==> config.mk <==
export PLATFORM = sky130hd
export DESIGN_NAME = onehot_code_decoder
export DESIGN_NICKNAME = d
export VERILOG_FILES = /design/src/rtl/onehot_code_decoder.sv
export SDC_FILE = /design/constraint.sdc
export NUM_CORES = 1
export LEC_CHECK = 0
export ABC_AREA = 1
export CAP_MARGIN = 10
export CORE_ASPECT_RATIO = 0.5
export CORE_MARGIN = 3
export CORE_UTILIZATION = 40
export DETAILED_ROUTE_END_ITERATION = 10
export GPL_TIMING_DRIVEN = 0
export PLACE_DENSITY = 0.57
export SYNTH_ARGS = -nofsm -noshare
export SYNTH_HDL_FRONTEND = slang
export SYNTH_SLANG_ARGS = --single-unit
==> constraint.sdc <==
create_clock -name clk -period 1.8 [get_ports clk]
set_input_delay 0.18 -clock clk [delete_from_list [all_inputs] [get_ports clk]]
set_output_delay 0.18 -clock clk [all_outputs]
set_load 0.02 [all_outputs]
==> src/rtl/onehot_code_decoder.sv <==
// onehot_code_decoder: qualifies a returned 16-bit select word for stability,
// decodes it back to its 4-bit code and hands each newly settled code to a
// valid/ready consumer. Illegal settled words are flagged and counted.
module onehot_code_decoder #(
  parameter int STABLE_CYCLES = 4,
  parameter int ERR_CNT_W     = 8
) (
  input  logic                 clk,
  input  logic                 rst,
  input  logic [15:0]          in_word,
  input  logic                 in_valid,
  output logic [3:0]           code_out,
  output logic                 code_valid,
  input  logic                 code_ready,
  output logic                 err_pulse,
  output logic [ERR_CNT_W-1:0] err_count,
  output logic                 overrun,
  input  logic                 clear_err
);

  localparam int RW = $clog2(STABLE_CYCLES + 1);
  localparam logic [RW:0] SC_L = (RW+1)'(STABLE_CYCLES);

  typedef enum logic [1:0] {S_IDLE, S_QUAL, S_LOCKED} state_t;

  state_t                r_state;
  logic [15:0]           r_cand;
  logic [RW-1:0]         r_run;
  logic [15:0]           r_committed;
  logic                  r_have;
  logic [3:0]            r_code;
  logic                  r_code_vld;
  logic                  r_err_pulse;
  logic [ERR_CNT_W-1:0]  r_err_cnt;
  logic                  r_overrun;

  logic [RW:0]           w_run_nx;
  logic                  w_same;
  logic                  w_qual;
  logic                  w_new;
  logic                  w_legal;
  logic [3:0]            w_dec;
  logic                  w_load;
  logic                  w_err;

  // Decode the incoming word: all-zero, all-ones, or a single bit in 1..14.
  always_comb begin
    w_legal = 1'b0;
    w_dec   = 4'd0;
    if (in_word == 16'h0000) begin
      w_legal = 1'b1;
    end else if (in_word == 16'hFFFF) begin
      w_legal = 1'b1;
      w_dec   = 4'd15;
    end else begin
      for (int k = 1; k <= 14; k++) begin
        if (in_word == (16'h0001 << k)) begin
          w_legal = 1'b1;
          w_dec   = 4'(k);
        end
      end
    end
  end

  // Qualify detection: the sample taken this edge completes a stable run.
  // In every qualifying case the qualified word is the current in_word.
  always_comb begin
    w_run_nx = {1'b0, r_run} + 1'b1;
    w_same   = (in_word == r_cand);
    w_qual   = 1'b0;
    if (in_valid) begin
      case (r_state)
        S_IDLE:   w_qual = (STABLE_CYCLES == 1);
        S_QUAL:   w_qual = w_same ? (w_run_nx == SC_L) : (STABLE_CYCLES == 1);
        S_LOCKED: w_qual = !w_same && (STABLE_CYCLES == 1);
        default:  w_qual = 1'b0;
      endcase
    end
    // A re-settle on the already committed word is neither delivered nor counted.
    w_new  = w_qual && !(r_have && (in_word == r_committed));
    w_load = w_new && w_legal;
    w_err  = w_new && !w_legal;
  end

  // Run qualification FSM, committed-word tracking, handshake and error state.
  always_ff @(posedge clk) begin
    if (rst) begin
      r_state     <= S_IDLE;
      r_cand      <= '0;
      r_run       <= '0;
      r_committed <= '0;
      r_have      <= 1'b0;
      r_code      <= '0;
      r_code_vld  <= 1'b0;
      r_err_pulse <= 1'b0;
      r_err_cnt   <= '0;
      r_overrun   <= 1'b0;
    end else begin
      if (in_valid) begin
        case (r_state)
          S_IDLE: begin
            r_cand  <= in_word;
            r_run   <= RW'(1);
            r_state <= w_qual ? S_LOCKED : S_QUAL;
          end
          S_QUAL: begin
            if (!w_same) begin
              r_cand  <= in_word;
              r_run   <= RW'(1);
              r_state <= w_qual ? S_LOCKED : S_QUAL;
            end else if (w_qual) begin
              r_state <= S_LOCKED;
            end else begin
              r_run <= w_run_nx[RW-1:0];
            end
          end
          S_LOCKED: begin
            if (!w_same) begin
              r_cand  <= in_word;
              r_run   <= RW'(1);
              r_state <= w_qual ? S_LOCKED : S_QUAL;
            end
          end
          default: r_state <= S_IDLE;
        endcase
      end

      if (w_new) begin
        r_committed <= in_word;
        r_have      <= 1'b1;
      end

      // A fresh legal code replaces whatever is held; otherwise a handshake empties it.
      if (w_load) begin
        r_code     <= w_dec;
        r_code_vld <= 1'b1;
      end else if (r_code_vld && code_ready) begin
        r_code_vld <= 1'b0;
      end

      r_err_pulse <= w_err;

      // Clear takes priority over a same-edge count or overrun event.
      if (clear_err) begin
        r_err_cnt <= '0;
        r_overrun <= 1'b0;
      end else begin
        if (w_err && (r_err_cnt != {ERR_CNT_W{1'b1}}))
          r_err_cnt <= r_err_cnt + 1'b1;
        if (w_load && r_code_vld && !code_ready)
          r_overrun <= 1'b1;
      end
    end
  end

  assign code_out   = r_code;
  assign code_valid = r_code_vld;
  assign err_pulse  = r_err_pulse;
  assign err_count  = r_err_cnt;
  assign overrun    = r_overrun;

endmodule

==> results.md, run 1 <==
Layout:
- Across the whole layout, storage elements account for 0.00107 mm^2.
- Summing all multi-input logic gate instances after layout gives 0.00221 mm^2.
- The final non-filler cell total is about 720.
- The net total in the final layout is 637.
- Compared with the post-synthesis result, the final layout area differs by 32.1%.
- The library cell used most frequently in the layout, excluding fill and tap cells, is sky130_fd_sc_hd__nand2_1.
- The share of layout cells above drive strength 1 is 23.2%.
- After filler insertion, the fill cell instance count of the layout stands at ~800.
- The design area is 0.00442 mm^2.
- The total inserted antenna cells is 0.
- The top cell types in the final layout, fill and taps aside, are 157 x sky130_fd_sc_hd__nand2_1, 53 x sky130_fd_sc_hd__inv_1, 47 x sky130_fd_sc_hd__dfxtp_1.
- Cells fill between 50 and 60% of the core in the end.

Yosys:
- Of the total synthesized cell area, the portion taken by XOR and XNOR cells is between 1.5 and 2%.
- The predominant post-synthesis flop cell is sky130_fd_sc_hd__dfxtp_1.
- The synthesized netlist devotes 40.4% of its cell area to simple gates.
- Summing the areas of all compound-gate instances in the mapped netlist gives approximately 14% of the synthesized area.
- The number of register bits inferred by synthesis is 53.
- The mapped netlist covers 0.00335 mm^2.
- The number of nets in the synthesized netlist is around 570.
- Synthesis instantiated 27 different standard cells from the library.
- The average footprint of a synthesized cell is 6.15 um^2.
- The async set-or-reset flop fraction in the synthesized netlist is 0%.
- The number of enable flip-flop cells after synthesis is 0.
- Synthesis produced around 540 cells.
- The multiplexer fraction of the synthesized cell area is 0%.
- By area, the combinational part of the netlist is dominated by simple AND/OR/NAND/NOR gates.
- The Yosys step of the flow raised 0 warnings.
- The share of synthesized cell area in full adder, half adder and majority cells is 2.24%.
- The proportion of synthesized chip area in sequential cells is 31.7%.

STA:
- Clock skew on the completed layout was measured at 0.00873 ns.
- The peak clock frequency supported by timing is around 520 MHz.
- The max-slew violation count is 0.
- The minimum hold slack is 0.236 ns.
- In this run the tightest slew margin relative to its limit is 44.3%.
- The part of the cycle the worst path needs is 107%.
- For the pin with the worst max-slew slack, the measured transition is 0.835 ns.
- The total count of hold-check failures in the final report is 0.
- After routing, the total negative slack on setup checks comes to -2.78 ns.
- Across all setup checks in the final design, the least slack found is -0.131 ns.
- The total setup violations reported at the end of the flow is 44.
- The shortest period the worst path allows is 1.93 ns.
- Setup repair after global routing could not meet its margin everywhere.

Clock network:
- The maximum level of the CTS H-tree is 2.
- The number of clock sinks seen by CTS is 53.
- The number of CTS-inserted buffers is 5.
- The library cell used as clock root buffer is sky130_fd_sc_hd__clkbuf_16.
- TritonCTS built the clock tree.
- The clock reaches the later pin of the worst-skew pair after 0.30 ns.
- Clock-pin slew was measured on the worst setup and hold paths at 0.08 ns.
- The worst-case clock buffer depth is 2.

Die:
- The core region area is 0.00771 mm^2.
- The die height is 70.7 um.
- For this configuration, the core starts out at a cell density of 43.4%.
- 36 I/O pins were placed.
- The floorplan die area is 0.00957 mm^2.
- Measured along the x axis, the die boundary spans 135 um.
- The row count is 22.

Route:
- After detailed routing, the number of vias per cell comes to 5.10.
- The routed via count is 3,664.
- The count of nets left with antenna violations once routing finished came out at 0.
- The wire length per cell is 14.9 um.
- For this block, the initial DRC count from the detailed router was 280.
- The number of search-and-repair iterations in the first detailed-routing pass is 5.
- The number of design rule violations left after detail routing is 0.
- Wires add up to 10,700 um.

Flow run:
- The number of max-capacitance violations reported is 0.

Global route:
- Global routing consumed, over all layers together, approximately 22% of the routing resources.
- The via count of the first global-routing pass is 3,184.
- The initial antenna violation count was 0.
- The first global-routing pass estimated 16,500 um of wire.
- The met3 track utilization from global routing is approximately 7.2%.
- The met2 track demand over resource is between 20% and 30%.
- In the global route stage, met1 resource usage came out at 32.5%.
- In this run the most used layer during global routing was met1.
- The pin count of the biggest net entering global routing is 17.
- After global routing the overflow that remains totals 0.

Status:
- The final reports fail on negative setup slack.
- The flow ran to the end, but the final reports show violations.

Setup path:
- In this run the worst path has a maximum fanout of 7.
- The critical path data required time is approximately 2.0 ns.
- By startpoint and endpoint, the worst setup path is classified as reg -> reg.
- Data on the critical path arrives at its endpoint at 2.17 ns.
- The worst setup path is captured at a register.
- The worst setup path is launched from a register.

Pwr:
- IR analysis of the VDD net gives a maximum drop of between 0.3 and 0.4 mV.
- The power density relative to cell area is 599 mW/mm^2.
- The static power due to leakage is around 1.9 nW.

Place:
- The placement-stage cell area is 0.00382 mm^2.
- The final estimated routing congestion in global placement is 0.902.
- The number of placed instances, taps included, is 686.
- During placement, the flow inserted port buffers numbering 34.
- The half-perimeter wire length after placement is 7450 um.

Hold path:
- The path class of the tightest hold or removal check is in -> reg.
flip-flops by register name, summed over array words and instances (netlist names):
register     count
r_state          2
overrun          1
r_committed     16
r_have           1
r_cand          16
err_pulse        1
code_valid       1
code_out         4
err_count        8
r_run            3
layer usage:
layer  part of all wire, %  routed length (um)
met5                     0                   0
met4                  0.83                  89
met3                   7.6                 809
met2                    41                4360
met1                    51                5440
report_power, final:
group / switching, mW / internal, mW / leakage [nW]
Clock: 0.469 / 0.512 / 0.0696
Combinational: 0.286 / 0.153 / 1.44
Sequential: 0.0181 / 1.21 / 0.433
worst paths after layout:
kind | start | endpoint | slack, ns | cells after the start
setup reg to reg | r_cand[9] | err_count[4] | -0.13 | 12
hold reg to reg | r_cand[11] | r_cand[11] | 0.47 | 2
setup / recovery | r_cand[9] | err_count[4] | -0.13 | 12
hold / removal | in_word[15] | r_committed[15] | 0.24 | 3
per-stage QoR:
step	total power [mW]	setup slack, ns
3_5_place_dp	1.61	-1.04
4_1_cts	2.60	-0.0867
6_report	2.65	-0.131
5_1_grt	2.76	-0.222
2_1_floorplan	1.46	0.134
3_3_place_gp	1.61	-1.12
synthesized netlist by cell type, types with 2 or more instances:
cell type | instances | area share (%)
sky130_fd_sc_hd__xnor2_1 | 3 | 0.79
sky130_fd_sc_hd__buf_2 | 2 | 0.30
sky130_fd_sc_hd__xor2_1 | 4 | 1.0
sky130_fd_sc_hd__nor3_1 | 14 | 2.1
sky130_fd_sc_hd__dfxtp_1 | 53 | 32
sky130_fd_sc_hd__ha_1 | 6 | 2.2
sky130_fd_sc_hd__o21a_1 | 2 | 0.45
sky130_fd_sc_hd__inv_2 | 15 | 1.7
sky130_fd_sc_hd__clkbuf_1 | 7 | 0.79
sky130_fd_sc_hd__o21ai_0 | 25 | 3.7
sky130_fd_sc_hd__nand2_4 | 2 | 0.67
sky130_fd_sc_hd__nor2_1 | 55 | 6.2
sky130_fd_sc_hd__buf_6 | 2 | 0.67
sky130_fd_sc_hd__a21oi_1 | 52 | 7.8
sky130_fd_sc_hd__nor2_8 | 2 | 1.2
sky130_fd_sc_hd__nor4_1 | 3 | 0.56
sky130_fd_sc_hd__nand3_1 | 35 | 5.2
sky130_fd_sc_hd__o21ai_1 | 12 | 1.8
sky130_fd_sc_hd__nand4_1 | 18 | 3.4
sky130_fd_sc_hd__nand2_1 | 162 | 18
sky130_fd_sc_hd__inv_1 | 57 | 6.4
sky130_fd_sc_hd__nor2_2 | 2 | 0.37
sky130_fd_sc_hd__nand3b_1 | 4 | 0.90
sky130_fd_sc_hd__nor2_4 | 3 | 1.0
sky130_fd_sc_hd__nand2_2 | 2 | 0.37
worst max-delay path, cell delays in order (launching register included):
cell	delay, ns
sky130_fd_sc_hd__dfxtp_2	0.34
sky130_fd_sc_hd__inv_2	0.03
sky130_fd_sc_hd__nand2_1	0.04
sky130_fd_sc_hd__nand2_1	0.07
sky130_fd_sc_hd__nor2_2	0.15
sky130_fd_sc_hd__nand2_2	0.08
sky130_fd_sc_hd__nor2_4	0.21
sky130_fd_sc_hd__nand2_4	0.11
sky130_fd_sc_hd__nor2_4	0.11
sky130_fd_sc_hd__nand4_1	0.16
sky130_fd_sc_hd__nor2_4	0.29
sky130_fd_sc_hd__nand3_2	0.13
sky130_fd_sc_hd__a21oi_2	0.15
cells by family after synthesis:
family / count (synthesis)
and+or+nand+nor: 303
AOI/OAI and AO/OA: 92
buffers and inverters: 83
DFF: 53
xor gates and xnor gates: 7
adders and majority gates: 6
final cells by class:
| cell class | instances | share of cell area, % |
|---|---|---|
| clock inverter | 3 | 0.396 |
| tap | 108 | 3.06 |
| inverter | 72 | 6.11 |
| buffer | 11 | 2.43 |
| sequential | 53 | 24.2 |
| clock buffer | 5 | 2.83 |
| multi-input combinational | 408 | 50.0 |
| timing repair buffer | 59 | 11.0 |
timing repair:
item                       4_1_cts  5_1_grt
hold buffers                     0        0
setup endpoints to repair       53       52
setup buffers                   17        7
gates resized for setup         65       89
pin swaps                       24       23
gates cloned                     0        1
No activity file was read; power rests on OpenSTA's default activity.
==> run 2: changes to the inputs <==
Settings changed: SLEW_MARGIN from default to 20.
==> results of run 2 <==
Same layout as run 1: the final DEF is identical, and so are final timing and power.
